File: src/rtl/mc_config_loader.sv
// Macrocell configuration loader: shifts a serial fuse stream into a shadow
// register, commits it atomically to the mux-select outputs, and reads it back.
//
// state  | meaning
// -------+-----------------------------------------------------------
// IDLE   | waiting for load_start / rd_start
// LOAD   | accepting sdi bits into the shadow register
// COMMIT | one cycle: copy shadow into the active configuration
// READ   | presenting active configuration on sdo, one bit per handshake
module mc_config_loader #(
  parameter int   PT_BITS    = 480,
  parameter int   CFG_BITS   = 501,
  parameter logic ERASED_VAL = 1'b1
) (
  input  logic               clk,
  input  logic               rst,
  input  logic               load_start,
  input  logic               rd_start,
  input  logic               abort,
  input  logic               sdi,
  input  logic               sdi_valid,
  output logic               sdi_ready,
  output logic               sdo,
  output logic               sdo_valid,
  input  logic               sdo_ready,
  output logic               busy,
  output logic               done,
  output logic               err,
  output logic [0:PT_BITS-1] ptgroupbitmap_mux,
  output logic [0:2]         oe_mux,
  output logic [0:1]         gclk_mux,
  output logic               pt1_mux,
  output logic               pt2_mux,
  output logic               pt3_mux,
  output logic               pt4_mux,
  output logic               pt5_mux,
  output logic               gclr_mux,
  output logic               pt4_func_mux,
  output logic               pt5_func_mux,
  output logic               xor_a_mux,
  output logic               xor_b_mux,
  output logic               xor_inv_mux,
  output logic               d_mux,
  output logic               dfast_mux,
  output logic               storage_mux,
  output logic               fb_mux,
  output logic               o_mux
);

  localparam logic [8:0] LAST = 9'(CFG_BITS - 1);

  typedef enum logic [1:0] {
    S_IDLE,
    S_LOAD,
    S_COMMIT,
    S_READ
  } state_t;

  state_t                state;
  logic [8:0]            cnt;
  logic [8:0]            cnt_nxt;
  logic [0:CFG_BITS-1]   shadow_q;
  logic [0:CFG_BITS-1]   active_q;
  logic                  done_q;
  logic                  rd_last;

  assign cnt_nxt = cnt + 9'd1;

  // Final readback transfer flags done in the same cycle it happens; abort wins.
  assign rd_last = (state == S_READ) && sdo_valid && sdo_ready && !abort && (cnt == LAST);
  assign done    = done_q | rd_last;
  assign busy    = (state != S_IDLE);

  always_ff @(posedge clk or posedge rst) begin
    if (rst) begin
      state     <= S_IDLE;
      cnt       <= '0;
      shadow_q  <= {CFG_BITS{ERASED_VAL}};
      active_q  <= {CFG_BITS{ERASED_VAL}};
      sdi_ready <= 1'b0;
      sdo_valid <= 1'b0;
      sdo       <= 1'b0;
      done_q    <= 1'b0;
      err       <= 1'b0;
    end else begin
      done_q <= 1'b0;
      err    <= 1'b0;
      case (state)
        S_IDLE: begin
          if (load_start) begin
            state     <= S_LOAD;
            cnt       <= '0;
            sdi_ready <= 1'b1;
          end else if (rd_start) begin
            state     <= S_READ;
            cnt       <= '0;
            sdo_valid <= 1'b1;
            sdo       <= active_q[0];
          end
        end
        S_LOAD: begin
          if (abort) begin
            state     <= S_IDLE;
            cnt       <= '0;
            sdi_ready <= 1'b0;
            err       <= 1'b1;
            shadow_q  <= {CFG_BITS{ERASED_VAL}};
          end else if (sdi_valid) begin
            shadow_q[cnt] <= sdi;
            if (cnt == LAST) begin
              state     <= S_COMMIT;
              sdi_ready <= 1'b0;
            end else begin
              cnt <= cnt_nxt;
            end
          end
        end
        S_COMMIT: begin
          active_q <= shadow_q;
          done_q   <= 1'b1;
          cnt      <= '0;
          state    <= S_IDLE;
        end
        S_READ: begin
          if (abort) begin
            state     <= S_IDLE;
            cnt       <= '0;
            sdo_valid <= 1'b0;
            sdo       <= 1'b0;
            err       <= 1'b1;
          end else if (sdo_ready) begin
            if (cnt == LAST) begin
              state     <= S_IDLE;
              cnt       <= '0;
              sdo_valid <= 1'b0;
              sdo       <= 1'b0;
            end else begin
              cnt <= cnt_nxt;
              sdo <= active_q[cnt_nxt];
            end
          end
        end
        default: begin
          state     <= S_IDLE;
          cnt       <= '0;
          sdi_ready <= 1'b0;
          sdo_valid <= 1'b0;
          sdo       <= 1'b0;
        end
      endcase
    end
  end

  // Stream order: PT bitmap, OE, GCLK, then the sixteen single selects.
  assign ptgroupbitmap_mux = active_q[0:PT_BITS-1];
  assign oe_mux            = active_q[PT_BITS +: 3];
  assign gclk_mux          = active_q[PT_BITS+3 +: 2];
  assign {pt1_mux, pt2_mux, pt3_mux, pt4_mux, pt5_mux, gclr_mux,
          pt4_func_mux, pt5_func_mux, xor_a_mux, xor_b_mux, xor_inv_mux,
          d_mux, dfast_mux, storage_mux, fb_mux, o_mux} = active_q[PT_BITS+5 +: 16];

endmodule

File: config.mk
export PLATFORM = sky130hd
export DESIGN_NAME = mc_config_loader
export DESIGN_NICKNAME = d
export VERILOG_FILES = /design/src/rtl/mc_config_loader.sv
export SDC_FILE = /design/constraint.sdc
export NUM_CORES = 2
export LEC_CHECK = 0
export ABC_AREA = 1
export ABC_CLOCK_PERIOD_IN_PS = 63400
export CAP_MARGIN = 10
export CORE_MARGIN = 2
export CORE_UTILIZATION = 60
export CTS_CLUSTER_DIAMETER = 60
export CTS_CLUSTER_SIZE = 16
export DETAILED_ROUTE_END_ITERATION = 8
export PLACE_DENSITY = 0.85
export SLEW_MARGIN = 20
export SYNTH_ARGS = -nofsm -noshare
export SYNTH_HDL_FRONTEND = slang
export SYNTH_SLANG_ARGS = --single-unit
File: constraint.sdc
create_clock -name clk -period 63.4 [get_ports clk]
set_input_delay 6.34 -clock clk [delete_from_list [all_inputs] [get_ports clk]]
set_output_delay 6.34 -clock clk [all_outputs]
set_load 0.02 [all_outputs]
* Word level (Yosys, flattened, before mapping) *
Cells that the tools add are included.

word-level totals
  register bits after elaboration = 1018
  input bits = 8
  word-level logic and storage cells = 92

operators by class
  bitwise logic cells = 3
  add/subtract/negate cells = 1
  reduce and logical (&&, ||, !) cells = 18
  order comparisons = 3
  mux-type cells = 45
  equality and inequality tests = 13

operators by type and width
  cell                    count
  $mux W501               2
  $bwmux W501             1
  $mux W9                 8
  $pmux W9 S4             1
  $ge A10 B10 Y1 const B  2
  $not A9 Y10             2
  $mux W1                 19
  $mux W2                 8
  $ne A3 B3 Y1 const B    5
  $reduce_and A4 Y1       3
  $lt A10 B1 Y1 const B   1
  $reduce_and A5 Y1       2
  $add A9 B1 Y9 const B   1
  $bmux W1 S9             1
  $demux W1 S9            1
  $eq A9 B9 Y1 const B    1
  $pmux W2 S4             1
  $reduce_bool A2 Y1      4
  $ne A2 B2 Y1 const B    3
  $pmux W1 S2             3
  $logic_and A1 B1 Y1     5
  $eq A2 B2 Y1 const B    2
  $ne A3 B2 Y1 const B    1
  $eq A2 B1 Y1 const B    1
  5 further kinds         5

* Longest topological paths before layout *
  depth after elaboration = 9
  gate-level depth with buffers = 19
  depth with buffers taken out = 15

* Worst setup path before layout *
No wires, ideal clock.

  path kind = input port to output port
  start point = input port abort
  end point = output port done
  arrival time = 6.887 ns
  setup slack = 50.173 ns
  stages = 3
  cell sequence = nor2_1 > nand3_1 > o21bai_1

between the ends
  word-level cells in the longest chain between the ends = 4

ends and longest elaborated chain
  element                           RTL line  text
  start, declared                   19        input logic abort,
  $logic_not A1 Y1                  70        assign rd_last = (state == S_READ) && sdo_valid && sdo_ready && !abort && (cnt == LAST);
  $logic_and A1 B1 Y1 (2 in a row)  70
  $or A1 B1 Y1                      71        assign done = done_q | rd_last;
  end, declared                     27        output logic done,

Every way passes these cells.

* Worst setup path in the final report *
Ends and elaborated chain as after synthesis.

==> metrics.txt <==
overall die height=289 um; number of vias per cell after detailed routing=6.23; core area=0.0804 mm^2; max-slew headroom at the worst pin=10.7%; Net Count, Synth=5838; final net count=6042; post-synth top area share=54.0%; half-perimeter wire length after placement=97600 um; Placement Rows=104; final worst-path cycle share=23.3%; global placement routability congestion=0.869; Layout Skew=0.0395 ns; total instance count after detailed placement=7003; drt first pass iters=8; number of gates resized after cts=0; share of synthesized registers carrying an async set or reset=100%; largest net degree at the start of global routing=264; Final min period=14.75 ns; share of post-route cells with drive strength above 1=22.1%; unrepaired setup endpoints after global routing=false; Routed Wire Length=167000 um; Reg2Reg Launch Point=cnt[0]; list of most frequent post-synthesis cells=nand2_1, dfstp_2, a21oi_1; buffers inserted during post-CTS setup optimization=0; antenna violations before repair=5; actual transition at the worst max-transition pin=1.34 ns; Hold Startpoint=shadow_q[187]; later-pin clock latency in the skew report=0.67 ns; final number of setup-violating endpoints=0; number of levels the H-tree was split into=3; number of flops mapped to enable cells by yosys=0; Synth area leader=dfstp_2; final number of max-transition violations=0; main area contributors after synthesis=dfstp_2, a21oi_1, nand2_1; # DRC=0; Layout Area Growth over Synthesis=16.2%; Cell Pwr Density=62.4 mW/mm^2; crit end category=output port; WP data required=57.06 ns; number of cells produced by synthesis=5822; TritonCTS Buffers=80; count of maximum capacitance violations=0; overall fraction of global-route tracks in use=39.0%; final-layout setup total negative slack=0 ns; fmax=0.0678 GHz; sequential-to-total area share from yosys stat=54.9%; via count=44400; deepest clock path buffer count=3; number of buffers added to fix hold violations after cts=0; Root Driver=clkbuf_16; wire per inst=23.4 um; global route overflow=0; Hold Vio Cnt, Final=0; flip-flop and latch count after synthesis=1018; final antenna-violating net count=0; outcome=complete, no violations; worst hold path type=flip-flop to flip-flop; register clock-pin slew on the reported worst setup and hold paths=0.07 ns; Cell variety after synth=31; DIE WIDTH=289 um; type of the setup path with the least slack=input port to output port; number of global-route vias before repair=42300; library cell with the highest instance count after synthesis=nand2_1; Critical Path Source Type=input port; die area=0.0835 mm^2; clock tree from TritonCTS=done; number of DRC violations after detailed-routing iteration 0=6098; number of top-level pins=515; Initial Util=60.6%; largest fanout on the critical path=12; peak ir drop on the vdd network=0.0448 mV; total power=3530 uW; count of input and output buffers=514; Avg Synthesized Cell Area=8.37 um^2; clock tree sinks=1018; utilization after layout=70.4%; warning count from the yosys run=0; data arrival at the endpoint of the critical path=8.41 ns; commonest register cell after synthesis=dfstp_2; Critical Path Start=abort; non-filler instance count after layout=7121; first-pass GRT wire length=249000 um; leakage power=0.0223 uW; Mapped Area=0.0487 mm^2
## cells by family (layout without fill, tap and decap cells)
logic type               Yosys count  after routing  synth area share, %
XOR/XNOR                           2              2               0.0360
flip-flops                      1018           1018                 54.9
other                              0              3                    0
AND/OR/NAND/NOR                 2176           2176                 17.9
adder cells (fa/ha/maj)            8              8                0.205
multiplexers                     112            112                 2.59
buffers and inverters            901           1137                 7.37
AO/OA/AOI/OAI                   1605           1605                 17.1
## registers in the layout, indices dropped and copies added (netlist names)
signal / count
active_q: 501
shadow_q: 501
cnt: 9
state: 2
done_q: 1
err: 1
sdi_ready: 1
sdo: 1
sdo_valid: 1
## where the power goes
part	switching [uW]	internal, uW
Clock	245	269
Combinational	968	596
Sequential	252	1200
Total	1460	2070
## per-stage QoR
step / setup slack, ns / hold slack (ns) / area (um^2)
finish: 48.65 / 0.467 / 56600
global route: 48.56 / 0.496 / 56600
CTS: 48.65 / 0.481 / 56600
detailed placement: 48.64 / 0.476 / 54100
global placement: 48.67 / 0.466 / 54000
floorplan: 30.07 / 0.441 / 48700
## area by class of cell
type / instances / area [um^2]
flip-flops and latches: 1018 / 26700
inverters: 450 / 1710
well taps: 1060 / 1330
multi-input cells: 3903 / 18600
diodes: 3 / 7.51
fillers: 5888 / 23800
clock inverters: 18 / 284
clock buffers: 96 / 2220
repair buffers: 573 / 5760
## worst paths after layout
kind / end / slack, ns / depth (start not counted)
max: done / 48.65 / 5
min: active_q[187] / 0.47 / 2
max reg2reg: sdo / 57.63 / 14
min reg2reg: active_q[187] / 0.47 / 2
max in group asynchronous: shadow_q[209] / 54.15 / 5
min in group asynchronous: shadow_q[475] / 6.64 / 2
## critical path, cell delays in order
cell	delay, ns
clkdlybuf4s50_1	0.84
nor2_1	0.34
nand3_1	0.11
o21bai_1	0.15
clkdlybuf4s50_1	0.62
## placed cells by master, fill, tap and decap left out, drive strengths merged, types with 96 or more instances in the layout
master,n
mux2,112
nor2,528
nand3,368
a21oi,992
o21ai,474
clkbuf,96
inv,453
clkdlybuf4s50,514
dfstp,1002
nand2,1262
## per-layer routing
| layer | vias to the layer above | share of wire [%] | global-route usage (%) |
|---|---|---|---|
| met4 | 8 | 6.9 | 24.3 |
| li1 | 19400 | - | - |
| met2 | 3003 | 45 | 58.3 |
| met5 | - | 0.025 | 0 |
| met1 | 21300 | 36 | 50.5 |
| met3 | 656 | 12 | 10.9 |
(Power assumes the default switching activity.)
